### src/rtl/snake_pkg.sv
// snake_pkg: grid geometry, direction/state encodings and constants
// shared by the Snake renderer and its LFSR.
package snake_pkg;

    localparam int GRID_W     = 40;
    localparam int GRID_H     = 30;
    localparam int CELL_SHIFT = 4;
    localparam int FRAME_ROW  = 480;

    localparam logic [15:0] LFSR_SEED  = 16'hACE1;
    localparam logic [11:0] OVER_COLOR = 12'hF00;

    typedef enum logic [1:0] {
        DIR_UP    = 2'd0,
        DIR_RIGHT = 2'd1,
        DIR_DOWN  = 2'd2,
        DIR_LEFT  = 2'd3
    } dir_t;

    typedef enum logic [1:0] {
        ST_IDLE = 2'd0,
        ST_RUN  = 2'd1,
        ST_OVER = 2'd2
    } state_t;

    typedef struct packed {
        logic [5:0] col;
        logic [4:0] row;
    } cell_t;

    // Opposite directions differ only in bit 1 of the encoding.
    function automatic dir_t dir_rev(input dir_t d);
        return dir_t'(d ^ 2'd2);
    endfunction

endpackage

### src/rtl/snake_lfsr16.sv
// snake_lfsr16: free-running 16-bit Fibonacci LFSR (taps 16,14,13,11)
// used to place food; advances every clock.
module snake_lfsr16
    import snake_pkg::*;
(
    input  logic        clk,
    input  logic        reset,
    output logic [15:0] q
);

    always_ff @(posedge clk) begin
        if (reset) begin
            q <= LFSR_SEED;
        end else begin
            q <= {q[14:0], q[15] ^ q[13] ^ q[12] ^ q[10]};
        end
    end

endmodule

### src/rtl/snake_pixel_gen.sv
// snake_pixel_gen: Snake game state on a 40x30 grid plus registered RGB render.
// Define SNAKE_WRAP_EN to wrap the head across walls instead of dying.
module snake_pixel_gen
    import snake_pkg::*;
#(
    parameter int          MAX_LEN     = 16,
    parameter int          MOVE_FRAMES = 8,
    parameter logic [11:0] HEAD_COLOR  = 12'h0F0,
    parameter logic [11:0] BODY_COLOR  = 12'h0A0,
    parameter logic [11:0] FOOD_COLOR  = 12'hF00,
    parameter logic [11:0] BG_COLOR    = 12'h000
) (
    input  logic        clk,
    input  logic        reset,
    input  logic        p_tick,
    input  logic        video_on,
    input  logic [9:0]  x,
    input  logic [9:0]  y,
    input  logic [1:0]  dir,
    input  logic        dir_valid,
    output logic [11:0] rgb,
    output logic        frame_tick,
    output logic [7:0]  score,
    output logic        game_over
);

    localparam int LEN_W = $clog2(MAX_LEN + 1);
    localparam int CNT_W = (MOVE_FRAMES > 1) ? $clog2(MOVE_FRAMES) : 1;

    state_t             state_q, state_d;
    dir_t               cur_dir, pend_dir, req_dir;
    cell_t              seg [MAX_LEN];
    cell_t              food, nhead, lfsr_cell, pix_cell;
    logic [LEN_W-1:0]   len_q;
    logic [7:0]         score_q;
    logic [CNT_W-1:0]   move_cnt;
    logic [11:0]        rgb_q, pix_d;
    logic [15:0]        lfsr_q;
    logic               lfsr_unused;
    logic signed [6:0]  nx, ny;
    logic               wall_hit, self_hit, eat, collide;
    logic               move_wrap, step_en, dir_ok;
    logic               head_hit, body_hit, food_hit;

    snake_lfsr16 u_lfsr (
        .clk   (clk),
        .reset (reset),
        .q     (lfsr_q)
    );

    assign lfsr_unused = ^lfsr_q[15:11];

    assign frame_tick = p_tick && (x == 10'd0) && (y == 10'(FRAME_ROW));
    assign req_dir    = dir_t'(dir);
    assign dir_ok     = dir_valid && (state_q != ST_OVER)
                        && (req_dir != dir_rev(cur_dir));
    assign move_wrap  = (move_cnt == CNT_W'(MOVE_FRAMES - 1));
    assign step_en    = (state_q == ST_RUN) && frame_tick && move_wrap;

    // Candidate head in signed form so a step off the grid reads as -1/40/30.
    always_comb begin
        nx = $signed({1'b0, seg[0].col});
        ny = $signed({2'b00, seg[0].row});
        unique case (1'b1)
            (pend_dir == DIR_UP):    ny = ny - 7'sd1;
            (pend_dir == DIR_RIGHT): nx = nx + 7'sd1;
            (pend_dir == DIR_DOWN):  ny = ny + 7'sd1;
            default:                 nx = nx - 7'sd1;
        endcase
    end

`ifdef SNAKE_WRAP_EN
    assign wall_hit = 1'b0;

    always_comb begin
        nhead.col = nx[5:0];
        nhead.row = ny[4:0];
        if (nx < 7'sd0) begin
            nhead.col = 6'(GRID_W - 1);
        end else if (nx > 7'(GRID_W - 1)) begin
            nhead.col = 6'd0;
        end
        if (ny < 7'sd0) begin
            nhead.row = 5'(GRID_H - 1);
        end else if (ny > 7'(GRID_H - 1)) begin
            nhead.row = 5'd0;
        end
    end
`else
    assign wall_hit = (nx < 7'sd0) || (nx > 7'(GRID_W - 1))
                      || (ny < 7'sd0) || (ny > 7'(GRID_H - 1));
    assign nhead    = {nx[5:0], ny[4:0]};
`endif

    assign eat = (nhead == food);

    // The tail only blocks the head when eating keeps it in place.
    always_comb begin
        self_hit = 1'b0;
        for (int i = 0; i < MAX_LEN; i++) begin
            if (((LEN_W'(i + 1) < len_q) || (eat && LEN_W'(i + 1) == len_q))
                && (seg[i] == nhead)) begin
                self_hit = 1'b1;
            end
        end
    end

    assign collide = wall_hit || self_hit;

    always_comb begin
        lfsr_cell.col = (lfsr_q[5:0] >= 6'd40) ? lfsr_q[5:0] - 6'd32
                                               : lfsr_q[5:0];
        lfsr_cell.row = (lfsr_q[10:6] >= 5'd30) ? lfsr_q[10:6] - 5'd16
                                                : lfsr_q[10:6];
    end

    always_ff @(posedge clk) begin
        if (reset) begin
            state_q <= ST_IDLE;
        end else begin
            state_q <= state_d;
        end
    end

    always_comb begin
        state_d = state_q;
        unique case (state_q)
            ST_IDLE: if (dir_valid) state_d = ST_RUN;
            ST_RUN:  if (step_en && collide) state_d = ST_OVER;
            ST_OVER: state_d = ST_OVER;
            default: state_d = ST_IDLE;
        endcase
    end

    always_ff @(posedge clk) begin
        if (reset) begin
            cur_dir  <= DIR_RIGHT;
            pend_dir <= DIR_RIGHT;
            food     <= '{col: 6'd30, row: 5'd15};
            score_q  <= '0;
            move_cnt <= '0;
            len_q    <= LEN_W'(3);
            for (int i = 0; i < MAX_LEN; i++) begin
                seg[i] <= '0;
            end
            seg[0] <= '{col: 6'd20, row: 5'd15};
            seg[1] <= '{col: 6'd19, row: 5'd15};
            seg[2] <= '{col: 6'd18, row: 5'd15};
        end else begin
            if (dir_ok) begin
                pend_dir <= req_dir;
            end
            if (state_q == ST_RUN && frame_tick) begin
                move_cnt <= move_wrap ? '0 : move_cnt + 1'b1;
            end
            if (step_en && !collide) begin
                cur_dir <= pend_dir;
                for (int i = MAX_LEN - 1; i > 0; i--) begin
                    seg[i] <= seg[i-1];
                end
                seg[0] <= nhead;
                if (eat) begin
                    if (len_q != LEN_W'(MAX_LEN)) len_q <= len_q + 1'b1;
                    if (score_q != 8'hFF) score_q <= score_q + 8'd1;
                    food <= lfsr_cell;
                end
            end
        end
    end

    assign pix_cell = {x[9:4], y[8:4]};

    always_comb begin
        head_hit = (seg[0] == pix_cell);
        food_hit = (food == pix_cell);
        body_hit = 1'b0;
        for (int i = 1; i < MAX_LEN; i++) begin
            if ((LEN_W'(i) < len_q) && (seg[i] == pix_cell)) begin
                body_hit = 1'b1;
            end
        end
    end

    always_comb begin
        pix_d = BG_COLOR;
        if (!video_on) begin
            pix_d = 12'h000;
        end else if (head_hit) begin
            pix_d = (state_q == ST_OVER) ? OVER_COLOR : HEAD_COLOR;
        end else if (body_hit) begin
            pix_d = (state_q == ST_OVER) ? OVER_COLOR : BODY_COLOR;
        end else if (food_hit) begin
            pix_d = FOOD_COLOR;
        end
    end

    always_ff @(posedge clk) begin
        if (reset) begin
            rgb_q <= '0;
        end else if (p_tick) begin
            rgb_q <= pix_d;
        end
    end

    assign rgb       = rgb_q;
    assign score     = score_q;
    assign game_over = (state_q == ST_OVER);

endmodule

### config.mk
export PLATFORM = sky130hd
export DESIGN_NAME = snake_pixel_gen
export DESIGN_NICKNAME = d
export VERILOG_FILES = /design/src/rtl/snake_pkg.sv /design/src/rtl/snake_lfsr16.sv /design/src/rtl/snake_pixel_gen.sv
export SDC_FILE = /design/constraint.sdc
export NUM_CORES = 1
export LEC_CHECK = 0
export BUFFER_PORTS_ARGS = -buffer_cell sky130_fd_sc_hd__buf_2
export CORE_ASPECT_RATIO = 1.25
export CORE_UTILIZATION = 52
export CTS_CLUSTER_SIZE = 24
export DETAILED_ROUTE_END_ITERATION = 8
export PLACE_DENSITY = 0.72
export SYNTH_ARGS = -nofsm -noshare
export SYNTH_HDL_FRONTEND = slang
export SYNTH_SLANG_ARGS = --single-unit
### constraint.sdc
create_clock -name clk -period 22.2 [get_ports clk]
set_clock_uncertainty 0.15 [all_clocks]
set_input_delay 4.44 -clock clk [delete_from_list [all_inputs] [get_ports clk]]
set_output_delay 4.44 -clock clk [all_outputs]
set_load 0.02 [all_outputs]
* Word level (Yosys, flattened, before mapping)
Memories as Yosys holds them, arrays and structs flattened.
Index checks and enable logic that the tools add are counted.
** Operators by class
- $add $sub $neg :: 9
- $mul :: 0
- Div/mod/pow operators :: 0
- Order comparisons :: 22
- Equality and inequality tests :: 62
- Shift-type cells :: 0
- Multiplexer cells :: 69
- Bitwise operators :: 23
- Reductions and logical operators :: 84
** Operators with widths (number)
- equality test 11 bit :: 34
- two-way mux 11 bit :: 19
- two-way mux 12 bit :: 6
- logical AND 1 bit :: 55
- equality test 4 x 5 -> 1 bit, first input constant :: 8
- less-than comparator 4 x 5 -> 1 bit, first input constant :: 8
- two-way mux 1 bit :: 36
- one-hot mux 7 bit (2 select lines) :: 2
- equality test 3 x 5 -> 1 bit, first input constant :: 4
- logical OR 1 bit :: 20
- less-than comparator 3 x 5 -> 1 bit, first input constant :: 4
- OR 1 bit :: 19
- less-than comparator 7 x 1 -> 1 bit, second input constant :: 2
- equality test 10 x 9 -> 1 bit, second input constant :: 1
- equality test 2 x 5 -> 1 bit, first input constant :: 2
- logical NOT 10 bit :: 1
- less-than comparator 2 x 5 -> 1 bit, first input constant :: 2
- adder 8 x 1 -> 8 bit, second input constant :: 1
- inequality test 8 bit, second input constant :: 1
- adder 6 x 1 -> 7 bit, second input constant :: 1
- > comparator 7 x 6 -> 1 bit, second input constant :: 1
- > comparator 7 bit, second input constant :: 1
- subtractor 6 x 1 -> 7 bit, second input constant :: 1
- adder 5 x 1 -> 6 bit, second input constant :: 1
- 30 further kinds :: 39
** Storage, ports and cells
- Register bits after elaboration :: 61
- Latch bits :: 0
- RAM bits :: 176
- Bits in read-only memories :: 0
- Input bits :: 27
- Word-level logic and storage cells :: 280
- Memories :: 1
** Memory list
- seg :: depth 16, width 11, read ports 16, clocked after memory_dff 0, wr ports 16, line snake_pixel_gen.sv:32 : cell_t seg [MAX_LEN];

* Longest topological paths before layout
Gate-level depths: netlist of the first run.
- Depth in word-level cells :: 30
- Gate-level depth with buffers :: 23
- Depth with buffers taken out :: 14

* Hierarchy
Synthesis of the first run repeated with hierarchy kept, for this count alone.
** Unflattened totals
- Cells, all modules :: 1456
- Area total of the unflattened synthesis :: 14848.0 um2
** By module, submodules not included
- snake_pixel_gen :: times used 1, cells an instance 1420, area each 14393.8 um2
- snake_lfsr16 :: times used 1, cells an instance 36, area each 454.2 um2

* Worst setup path after synthesis of the first run
OpenSTA, ideal clock, no wires.
- Path kind :: input to register
- Start point :: input y[5]
- End point :: memory seg[0][0] in the netlist's numbering (enable)
- Library setup time :: 543 ps
- Arrival :: 10133 ps
- Required time :: 21507 ps
- Slack :: 11374 ps
- Stages on the path :: 8
- Path through :: clkbuf_1 nor4b_1 nand4b_1 nor3_1 and3_1 nand4_4 clkbuf_1 nand2_1
** RTL lines
- start: declaration :: line snake_pixel_gen.sv:18 : input logic [9:0] y,
- end: declaration :: line snake_pixel_gen.sv:32

* Worst setup path in the final report of the first run
- Start point :: input y[8]
- End point :: output frame_tick
** On the way
- Word-level cells in the longest chain between the ends :: 2
** Ends and longest elaborated chain
- equality test 10 x 9 -> 1 bit :: line snake_pixel_gen.sv:53 : assign frame_tick = p_tick && (x == 10'd0) && (y == 10'(FRAME_ROW));
- logical AND 1 bit :: line snake_pixel_gen.sv:53
- end: declaration :: line snake_pixel_gen.sv:22 : output logic frame_tick,
Every way passes these cells.

==> key figures, run 1 <==
Run status
  – Run status: finished, final reports clean

Min path
  – Hold Path Class: reg -> reg

CTS
  – CTS clk-pin slew, worst paths: 0.06 ns
  – CTS Root Cell: clkbuf_16
  – CTS tree: done
  – CTS Sinks: 228
  – H-tree levels: 1
  – # resized after CTS: 0
  – CTS Hold Bufs: 0
  – Total CTS buffers: 25
  – Setup Fix Bufs, Post-CTS: 0
  – Maximum root-to-sink buffer count: 3
  – Skew-Pair Late Insertion Delay: between 0.5 and 0.6 ns

Setup path
  – Max FO, Critical Path: 18
  – Critical Path RT: 17.61 ns
  – Endpoint type of the worst setup path: output port
  – R2r setup slk: 14.60 ns
  – Critical Path Start Type: input port
  – Critical path class: in -> out
  – Critical Path AT: 6.01 ns

Pwr
  – Power density over the cells: 80.6 mW/mm^2
  – VDD IR max: between 0.00007 and 0.00008 V
  – Lkg Pwr: roughly 6.0 nW
  – Total power: around 1.3 mW

Synth
  – Post-synthesis sequential area ratio: 0.422
  – Synth Cell Area: roughly 0.015 mm^2
  – Post-synth ARST share: 0
  – Synth area leaders: edfxtp_1 (35%), xnor2_1 (14%), xor2_1 (8.4%)
  – Synth top area share: 0.353
  – Synth Flop Type: edfxtp_1
  – Distinct cells, synth: 81
  – Top-count cell post-synth: xnor2_1
  – Synth area leader: edfxtp_1
  – Post-Syn Instances: 1483
  – Syn_area_per_cell: 10.1 um^2
  – Synth top cells by count: xnor2_1 (245), edfxtp_1 (176), xor2_1 (143), and3_1 (140), clkbuf_1 (77)
  – Register bit total from synthesis: 228
  – Synth warn: 0
  – EDFF count, synth: 176

Timing
  – Slew @ Worst Pin: around 1.3 ns
  – Setup TNS: 0 ns
  – Final max-slew violation count: 0
  – RSZ-0062 raised after global routing: no
  – Setup-failing EPs final: 0
  – Final hold vios: 0
  – Max Fclk: 94.3 MHz
  – Period Utilization, post-route: 0.477
  – Fin crit period: about 11 ns
  – Max transition margin: 0.0971

Routing
  – First DRT Iteration DRCs: between 1000 and 1500
  – Drt drc: 0
  – Vias/cell: between 6 and 7
  – Detailed Routing Iterations Pass 1: 5
  – Via count: 12000
  – Routed length per instance: 24.8 um
  – Final wirelength: 45500 um
  – Post-route ant nets: 0

Global route
  – Vias in the first global route: 11300
  – Initial antenna violation count: 0
  – M3 GR Usage: 0.0582
  – M1 GR Usage: 0.376
  – Pin count of the biggest net entering global routing: 142
  – First-pass GRT wire length: around 68000 um
  – Busiest grt layer: met2
  – Total GRT Usage: 0.306
  – GR Overflow Total: 0
  – Met2 usage: 0.494

Placement
  – Post-DP HPWL: 30100 um
  – Placed instance area: 0.0153 mm^2
  – Routability cong.: around 1.0
  – Port Buf Inserts: 44

Die
  – Die width: around 150 um
  – Initial core utilization: 0.528
  – # rows: 69
  – Chip height: between 150 and 200 um
  – Ports: about 50
  – Die area: 0.0295 mm^2
  – CORE AREA: around 0.028 mm^2

Layout
  – Cell area after layout: 0.0163 mm^2
  – Fin util: 0.572
  – # diodes: 0
  – # nets final: 1506
  – Final-layout fill cell count: approximately 2400
  – Layout cells sized above 1: 0.0986
  – Area Overhead vs Synth: 8.46%

Job
  – Max-cap violations: 0
[layer usage]
metal  routed length (um)  vias up
li1                     -     5294
met1                17100     5788
met2                21000      688
met3                 4300      202
met4                 3070        0
met5                    0        -
[worst paths after layout]
check	from	end	cells past startpoint
setup / recovery	y[8]	frame_tick	5
hold reg to reg	u_lfsr.q[14]$_SDFF_PP0_	u_lfsr.q[15]$_SDFF_PP1_	1
setup reg to reg	pend_dir[1]$_SDFFE_PP0P_	seg[0][77]$_SDFFCE_PN0P_	14
hold / removal	u_lfsr.q[14]$_SDFF_PP0_	u_lfsr.q[15]$_SDFF_PP1_	1
[where the power goes]
| group | total (mW) | leakage [nW] | switching, mW | internal [mW] |
|---|---|---|---|---|
| clock network | 0.463 | 0.446 | 0.185 | 0.279 |
| logic | 0.331 | 3.43 | 0.204 | 0.127 |
| registers | 0.515 | 2.10 | 0.0330 | 0.482 |
| total | 1.31 | 5.98 | 0.422 | 0.887 |
[cells by family (layout without fill, tap and decap cells)]
logic type,count (synthesis),after routing,synth area share
other,1,4,0.000250
AND/OR/NAND/NOR,517,517,0.202
adder cells (fa/ha/maj),18,18,0.0155
XOR/XNOR,392,392,0.232
multiplexers,11,11,0.00785
flip-flops,228,228,0.422
buffers and inverters,144,138,0.0418
AO/OA/AOI/OAI,172,172,0.0782
[per-stage QoR]
stage	std cells	hold slack (ns)	setup WS [ns]
6_report	1835	0.256	11.60
5_1_grt	1835	0.276	11.49
3_3_place_gp	1789	0.248	11.68
4_1_cts	1835	0.260	11.65
3_5_place_dp	1789	0.252	11.66
2_1_floorplan	1486	0.239	11.37
[cells in the final DEF (no fill, tap or decap), drive strengths merged, types with 4 or more instances in the layout]
master   synthesis  layout
xnor2          246     246
edfxtp         176     176
xor2           143     143
and3           140     140
buf             40      65
nand4           55      55
nand2           54      54
dfxtp           52      52
nor3            47      47
a21oi           43      43
nand3           42      42
nor2            39      39
nor4            35      35
o21ai           34      34
clkbuf          77      32
inv             27      30
and2            22      22
nor2b           17      17
ha              17      17
a31oi           16      16
o31ai           14      14
nand2b          13      13
or4             13      13
or2             11      11
a211oi           9       9
mux2i            8       8
or3              7       7
o2111ai          7       7
a2111oi          6       6
clkinv           0       6
a31o             5       5
nand3b           4       4
nor4b            4       4
nand4b           4       4
a311oi           4       4
conb             1       4
bufinv           0       4
and4             4       4
[worst max-delay path, stage by stage]
cell and delay (ns):
buf_2 0.56, nor4b_1 0.32, nand2_1 0.11, nor3_1 0.33, buf_2 0.23
[area by class of cell]
type | instances | area [um^2] | area share
Timing Repair Buffer | 65 | 378 | 0.0233
Sequential cell | 228 | 6330 | 0.389
Tap cell | 355 | 444 | 0.0273
Clock inverter | 14 | 185 | 0.0114
Clock buffer | 32 | 724 | 0.0446
Multi-Input combinational cell | 1114 | 8090 | 0.498
Inverter | 27 | 103 | 0.00631
[state kept, by name (all words and copies together) (netlist names)]
register	flops
seg	176
u_lfsr.q	16
food	11
score	8
len_q	5
move_cnt	3
rgb	3
cur_dir	2
pend_dir	2
state_q	2
No activity file was read; power rests on OpenSTA's default activity.
==> run 2: changes to the inputs <==
==> constraint.sdc (replaced) <==
create_clock -name clk -period 10.57 [get_ports clk]
set_clock_uncertainty 0.15 [all_clocks]
set_input_delay 2.114 -clock clk [delete_from_list [all_inputs] [get_ports clk]]
set_output_delay 2.114 -clock clk [all_outputs]
set_load 0.02 [all_outputs]
==> key figures, run 2 (same netlist as run 1, synthesis figures left out) <==
CTS
  – CTS Hold Bufs: 0 (unchanged)
  – CTS clk-pin slew, worst paths: 0.06 ns (about the same)
  – CTS Root Cell: clkbuf_16
  – Maximum root-to-sink buffer count: 3 (unchanged)
  – CTS Sinks: 228 (unchanged)
  – H-tree levels: 1 (unchanged)
  – Setup Fix Bufs, Post-CTS: 0 (unchanged)
  – # resized after CTS: 0 (unchanged)
  – Skew-Pair Late Insertion Delay: 0.56 ns (about the same)
  – CTS tree: done
  – Total CTS buffers: 25 (unchanged)

Placement
  – Post-DP HPWL: 31000 um (+3.0%)
  – Routability cong.: 0.980 (-3.8%)
  – Setup WS pre-CTS: 3.54 ns (-8.12 ns)
  – Port Buf Inserts: 44 (unchanged)

Routing
  – First DRT Iteration DRCs: 1301 (-1.7%)
  – Routed length per instance: 25.7 um (+3.4%)
  – Vias/cell: 6.53 (+0.15%)
  – Detailed Routing Iterations Pass 1: 6 (+1)
  – Drt drc: 0 (unchanged)
  – Via count: 12000 (+0.32%)
  – Post-route ant nets: 0 (unchanged)
  – Final wirelength: 47200 um (+3.6%)

Run status
  – Run status: finished, final reports clean

Layout
  – # nets final: 1509 (+0.20%)
  – Top flop regs: seg (176), u_lfsr.q (16), food (11)
  – Reg with most FFs: seg
  – # diodes: 0 (unchanged)
  – Most frequent cells in the layout: xnor2_1 (242), edfxtp_1 (176), xor2_1 (143), and3_1 (140)
  – Final-layout fill cell count: 2388 (+0.72%)
  – Area Overhead vs Synth: 8.38% (about the same)
  – Most common cell after layout, fill and taps aside: xnor2_1
  – Max reg flops: 176 (unchanged)
  – Layout cells sized above 1: 0.102 (+0.00317)

Die
  – Chip height: 192 um (unchanged)
  – Die area: 0.0295 mm^2 (unchanged)
  – CORE AREA: 0.0284 mm^2 (unchanged)
  – Ports: 49 (unchanged)
  – # rows: 69 (unchanged)
  – Initial core utilization: 0.528 (unchanged)
  – Die width: 154 um (unchanged)

Global route
  – Total GRT Usage: 0.319 (+0.0130)
  – Pin count of the biggest net entering global routing: 116 (-18%)
  – GR Overflow Total: 0 (unchanged)
  – Vias in the first global route: 11600 (+2.8%)
  – First-pass GRT wire length: 70000 um (+3.7%)
  – Initial antenna violation count: 1 (+1)

Setup path
  – Max FO, Critical Path: 84 (+66)
  – Critical Path RT: 10.58 ns (-7.03 ns)
  – Worst path max stage delay: 1.25 ns (+0.69 ns)
  – CP cell instances: nand2b_1 -> inv_1 -> fa_1 -> nor2b_1 -> o2111a_1 -> o21bai_1 -> nor4b_1 -> nand2_1 -> or3_1 -> a2111oi_0 -> and4bb_2 -> nand4_4 -> nand2_4 -> buf_4
  – Setup crit start: pend_dir[1]$_SDFFE_PP0P_
  – Critical Path AT: 7.36 ns (+1.35 ns)
  – CP Buf/Inv Count: 2 (unchanged)
  – Critical Path Start Type: register
  – Worst reg2reg path startpoint: pend_dir[1]$_SDFFE_PP0P_
  – Crit-path slowest cell: fa_1
  – Endpoint type of the worst setup path: register
  – Critical path class: reg -> reg
  – Delay-heaviest family, CP: simple AND/OR/NAND/NOR gates

Timing
  – RSZ-0062 raised after global routing: no
  – Slew @ Worst Pin: 1.20 ns (-0.147 ns)
  – Final max-slew violation count: 0 (unchanged)
  – Setup TNS: 0 ns (unchanged)
  – Max transition margin: 0.197 (+0.100)
  – Setup-failing EPs final: 0 (unchanged)
  – Max Fclk: roughly 140 MHz
  – Final hold vios: 0 (unchanged)
  – Final WS setup: 3.22 ns (-8.38 ns)
  – Period Utilization, post-route: 0.695
  – Fin crit period: between 7 and 8 ns

Pwr
  – Lkg Pwr: 5.98 nW (+0.15%)
  – VDD IR max: 0.000157 V (+110%)
  – Power density over the cells: 167 mW/mm^2 (+110%)

Job
  – Max-cap violations: 0 (unchanged)

Min path
  – Hold Startpoint: u_lfsr.q[14]$_SDFF_PP0_
  – Hold Path Class: reg -> reg
[run 2: power by group]
part	internal [mW]	switching, mW	leakage (nW)
sequential	1.01	0.0655	2.10
clock	0.551	0.388	0.440
combinational	0.266	0.435	3.44
[run 2: metal layers]
layer,routed length (um),part of all wire,up-vias,track usage
met2,21700,0.46,707,0.512
met3,4490,0.095,200,0.0571
met5,0,0,-,0
li1,-,-,5294,-
met1,17900,0.38,5809,0.395
met4,3080,0.065,0,0.213
[run 2: final cells by class]
| class | count | area [um^2] | area share |
|---|---|---|---|
| clock buffer | 30 | 706 | 0.0435 |
| clock inverter | 16 | 169 | 0.0104 |
| inverter | 27 | 103 | 0.00632 |
| multi-input combinational | 1114 | 8090 | 0.498 |
| sequential | 228 | 6330 | 0.390 |
| tap | 355 | 444 | 0.0274 |
| timing repair buffer | 68 | 400 | 0.0247 |
[run 2: worst reg2reg max path, delay by kind of cell, from the launching register on]
family	cells	cell delay (ns)
AO/OA/AOI/OAI	3	1.00
adder cells (fa/ha/maj)	1	1.25
buffers and inverters	2	0.78
flip-flops	1	0.65
AND/OR/NAND/NOR	8	3.07
[run 2: final timing paths]
check	end	slack, ns	cells after the start
worst max-delay path	seg[0][67]$_SDFFCE_PN0P_	3.22	14
worst min-delay path	u_lfsr.q[15]$_SDFF_PP1_	0.26	1
worst max register to register	seg[0][67]$_SDFFCE_PN0P_	3.22	14
worst min register to register	u_lfsr.q[15]$_SDFF_PP1_	0.26	1
[run 2: per-stage QoR]
| step | util | power, mW | area, um^2 | std cells | hold slack (ns) |
|---|---|---|---|---|---|
| global placement | 0.541 | 1.76 | 15400 | 1792 | 0.245 |
| floorplan | - | 1.57 | 15000 | 1486 | 0.239 |
| global route | 0.572 | 2.80 | 16200 | 1838 | 0.281 |
| finish | 0.572 | 2.72 | 16200 | 1838 | 0.262 |
| CTS | 0.572 | 2.71 | 16200 | 1838 | 0.256 |
| detailed placement | 0.541 | 1.77 | 15400 | 1792 | 0.246 |
==> run 3: changes to the inputs <==
--- a/config.mk
+++ b/config.mk
@@ -5,12 +5,13 @@
 export SDC_FILE = /design/constraint.sdc
 export NUM_CORES = 1
 export LEC_CHECK = 0
+export ABC_AREA = 1
 export BUFFER_PORTS_ARGS = -buffer_cell sky130_fd_sc_hd__buf_2
 export CORE_ASPECT_RATIO = 1.25
 export CORE_UTILIZATION = 52
 export CTS_CLUSTER_SIZE = 24
 export DETAILED_ROUTE_END_ITERATION = 8
-export PLACE_DENSITY = 0.72
+export PLACE_DENSITY = 0.74
 export SYNTH_ARGS = -nofsm -noshare
 export SYNTH_HDL_FRONTEND = slang
 export SYNTH_SLANG_ARGS = --single-unit
==> constraint.sdc (replaced) <==
create_clock -name clk -period 6.6 [get_ports clk]
set_clock_uncertainty 0.15 [all_clocks]
set_input_delay 1.32 -clock clk [delete_from_list [all_inputs] [get_ports clk]]
set_output_delay 1.32 -clock clk [all_outputs]
set_load 0.02 [all_outputs]
==> key figures, run 3 <==
Run status
  – Run status: finished, final reports clean

Layout
  – Final-layout fill cell count: 2722 (+14%)
  – Layout cells sized above 1: 0.118 (+0.0165)
  – Area Overhead vs Synth: 6.87%
  – Top flop regs: seg (176), u_lfsr.q (16), food (11)
  – Max reg flops: 176 (unchanged)
  – Most frequent cells in the layout: nand2_1 (463), inv_1 (277), nor2_1 (191), edfxtp_1 (176), xor2_1 (161)
  – Reg with most FFs: seg
  – # nets final: 2032 (+35%)
  – Most common cell after layout, fill and taps aside: nand2_1

Routing
  – Drt drc: 0 (unchanged)
  – Detailed Routing Iterations Pass 1: 5 (-1)
  – Post-route ant nets: 0 (unchanged)
  – Vias/cell: 5.86 (-10%)
  – Final wirelength: 53300 um (+13%)
  – Routed length per instance: 22.2 um (-13%)
  – Via count: 14100 (+17%)
  – First DRT Iteration DRCs: 1770 (+36%)

Global route
  – Initial antenna violation count: 1 (unchanged)
  – Total GRT Usage: 0.352 (+0.0330)
  – Vias in the first global route: 13500 (+17%)
  – First-pass GRT wire length: 79500 um (+14%)
  – Pin count of the biggest net entering global routing: 115 (-0.86%)
  – GR Overflow Total: 0 (unchanged)

Setup path
  – CP Buf/Inv Count: 5 (+3)
  – CP cell instances: inv_6 -> nor2_1 -> inv_1 -> ha_1 -> a21oi_1 -> nand3_1 -> nand2_1 -> nand3_2 -> nand2_1 -> inv_2 -> nand2_1 -> nand3_1 -> nor2_1 -> nand2_1 -> nand2_1 -> nor2_1 -> nand2_2 -> nor2_8 -> nand2_4 -> nor2_8 -> inv_6 -> buf_4 -> nor2_1
  – Cell mode on critical path: nand2_1
  – R2r setup slk: 0.71 ns (-2.51 ns)
  – Endpoint type of the worst setup path: register
  – Max FO, Critical Path: 48 (-43%)
  – Reg2reg path depth: 23 (+9)
  – Worst reg2reg path startpoint: pend_dir[0]$_SDFFE_PP1P_
  – Worst path max stage delay: 0.74 ns (-0.51 ns)
  – Critical Path AT: 6.04 ns (-1.32 ns)
  – Critical path class: reg -> reg
  – Crit-path slowest cell: dfxtp_1
  – Delay-heaviest family, CP: simple AND/OR/NAND/NOR gates
  – Reg2Reg Capture Point: seg[0][173]$_SDFFCE_PN0P_
  – Critical Path Start Type: register
  – Critical Path RT: 6.75 ns (-3.83 ns)

Timing
  – Slew @ Worst Pin: 0.973 ns (-0.227 ns)
  – Period Utilization, post-route: 0.893 (+0.197)
  – Setup TNS: 0 ns (unchanged)
  – Max transition margin: 0.350 (+0.153)
  – RSZ-0062 raised after global routing: no
  – Fin crit period: 5.89 ns (-1.46 ns)
  – Final max-slew violation count: 0 (unchanged)
  – Setup-failing EPs final: 0 (unchanged)
  – Final WS setup: 0.708 ns (-2.51 ns)
  – Max Fclk: 170 MHz (+25%)
  – Final hold vios: 0 (unchanged)

Synth
  – Synth top area share: 0.340 (-0.0126)
  – Distinct cells, synth: 50 (-38%)
  – Post-Syn Instances: 1984 (+34%)
  – Synth Cell Area: 0.0155 mm^2 (+3.7%)
  – Syn_area_per_cell: 7.83 um^2 (-22%)
  – EDFF count, synth: 176 (unchanged)
  – Synth area leader: edfxtp_1
  – Synth top cells by count: nand2_1 (464), inv_1 (277), nor2_1 (191), edfxtp_1 (176), xor2_1 (161)
  – Register bit total from synthesis: 228 (unchanged)
  – Synth warn: 0 (unchanged)
  – Synth area leaders: edfxtp_1 (34%), nand2_1 (11%), xor2_1 (9.1%)
  – Post-synth ARST share: 0 (unchanged)
  – Synth Flop Type: edfxtp_1
  – Top-count cell post-synth: nand2_1
  – Post-synthesis sequential area ratio: 0.407 (-0.0151)

CTS
  – Setup Fix Bufs, Post-CTS: 0 (unchanged)
  – Skew-Pair Late Insertion Delay: 0.56 ns (about the same)
  – CTS Hold Bufs: 0 (unchanged)
  – Maximum root-to-sink buffer count: 3 (unchanged)
  – Total CTS buffers: 26 (+4.0%)
  – H-tree levels: 1 (unchanged)
  – CTS tree: done
  – CTS clk-pin slew, worst paths: 0.06 ns (about the same)
  – # resized after CTS: 0 (unchanged)
  – CTS Root Cell: clkbuf_16
  – CTS Sinks: 228 (unchanged)

Pwr
  – Power density over the cells: 260 mW/mm^2 (+55%)
  – VDD IR max: 0.000205 V (+31%)
  – Lkg Pwr: 7.57 nW (+27%)

Min path
  – Hold Startpoint: u_lfsr.q[14]$_SDFF_PP0_
  – Hold Path Depth: 1 (unchanged)
  – Hold Path Class: reg -> reg
  – Worst Hold End: u_lfsr.q[15]$_SDFF_PP1_

Die
  – CORE AREA: 0.0293 mm^2 (+3.3%)
  – Chip height: 195 um (+1.8%)
  – Die area: 0.0306 mm^2 (+3.7%)
  – Ports: 49 (unchanged)
  – Die width: 157 um (+1.8%)
  – Initial core utilization: 0.530 (+0.00213)
  – # rows: 70 (+1.4%)

Job
  – Max-cap violations: 0 (unchanged)

Placement
  – Routability cong.: 1.04 (+5.9%)
  – Post-DP HPWL: 37900 um (+22%)
  – Port Buf Inserts: 44 (unchanged)
  – Setup WS pre-CTS: 0.804 ns (-2.73 ns)
==> run 3: metal layers <==
metal	part of all wire	GRT usage	vias to the layer above
met1	0.35	0.417	6535
met3	0.10	0.0610	260
met2	0.46	0.567	890
li1	-	-	6367
met5	0.00030	0	-
met4	0.087	0.268	2
==> run 3: worst register-to-register path, stage by stage, from the launching register on <==
cell and delay, ns:
dfxtp_1 0.74, inv_6 0.18, nor2_1 0.20, inv_1 0.15, ha_1 0.35, a21oi_1 0.28, nand3_1 0.14, nand2_1 0.10
nand3_2 0.19, nand2_1 0.59, inv_2 0.34, nand2_1 0.15, nand3_1 0.08, nor2_1 0.32, nand2_1 0.09, nand2_1 0.08
nor2_1 0.05, nand2_2 0.14, nor2_8 0.07, nand2_4 0.25, nor2_8 0.07, inv_6 0.41, buf_4 0.44, nor2_1 0.08
==> run 3: cell type report <==
class / instances / area [um^2] / area share
antenna: 1 / 2.50 / 0.000151
clock inverter: 5 / 26.3 / 0.00158
multi-input combinational: 1389 / 7530 / 0.454
sequential: 228 / 6330 / 0.381
clock buffer: 39 / 793 / 0.0478
timing repair buffer: 56 / 348 / 0.0209
tap: 396 / 495 / 0.0298
inverter: 286 / 1080 / 0.0652
==> run 3: per-stage QoR <==
stage | hold slack (ns) | std cells | area (um^2) | utilization | power [mW]
after floorplan | 0.238 | 1987 | 15600 | - | 2.54
after global routing | 0.266 | 2399 | 16600 | 0.566 | 4.46
final | 0.256 | 2400 | 16600 | 0.566 | 4.32
after CTS | 0.257 | 2399 | 16600 | 0.566 | 4.28
after global placement | 0.244 | 2355 | 15800 | 0.538 | 2.86
after detailed placement | 0.244 | 2355 | 15800 | 0.538 | 2.88
==> run 3: cells by family after synthesis <==
group / count (synthesis) / share of synthesized area
flops: 228 / 0.407
simple gates: 1040 / 0.306
xor+xnor: 197 / 0.111
buf+inv: 370 / 0.110
compound gates: 130 / 0.0508
other cells: 1 / 0.000241
fa+ha+maj: 18 / 0.0150
==> run 3: worst max-delay path by stage <==
| stage | startpoint | endpoint | slack [ns] | depth (start not counted) |
|---|---|---|---|---|
| floorplan | x[8] | seg[0][9]$_SDFFCE_PN0P_ | 0.70 | 11 |
| global placement | pend_dir[0]$_SDFFE_PP1P_ | seg[0][173]$_SDFFCE_PN0P_ | 0.94 | 23 |
| detailed placement | pend_dir[0]$_SDFFE_PP1P_ | seg[0][173]$_SDFFCE_PN0P_ | 0.80 | 23 |
| CTS | pend_dir[0]$_SDFFE_PP1P_ | seg[0][173]$_SDFFCE_PN0P_ | 0.78 | 23 |
| global route | pend_dir[0]$_SDFFE_PP1P_ | seg[0][173]$_SDFFCE_PN0P_ | 0.23 | 23 |
| finish | pend_dir[0]$_SDFFE_PP1P_ | seg[0][173]$_SDFFCE_PN0P_ | 0.71 | 23 |
==> run 3: power breakdown <==
| group | internal [mW] | switching (mW) | total, mW |
|---|---|---|---|
| Sequential | 1.62 | 0.0883 | 1.71 |
| Clock | 0.822 | 0.608 | 1.43 |
| Combinational | 0.327 | 0.852 | 1.18 |
| Total | 2.77 | 1.55 | 4.32 |
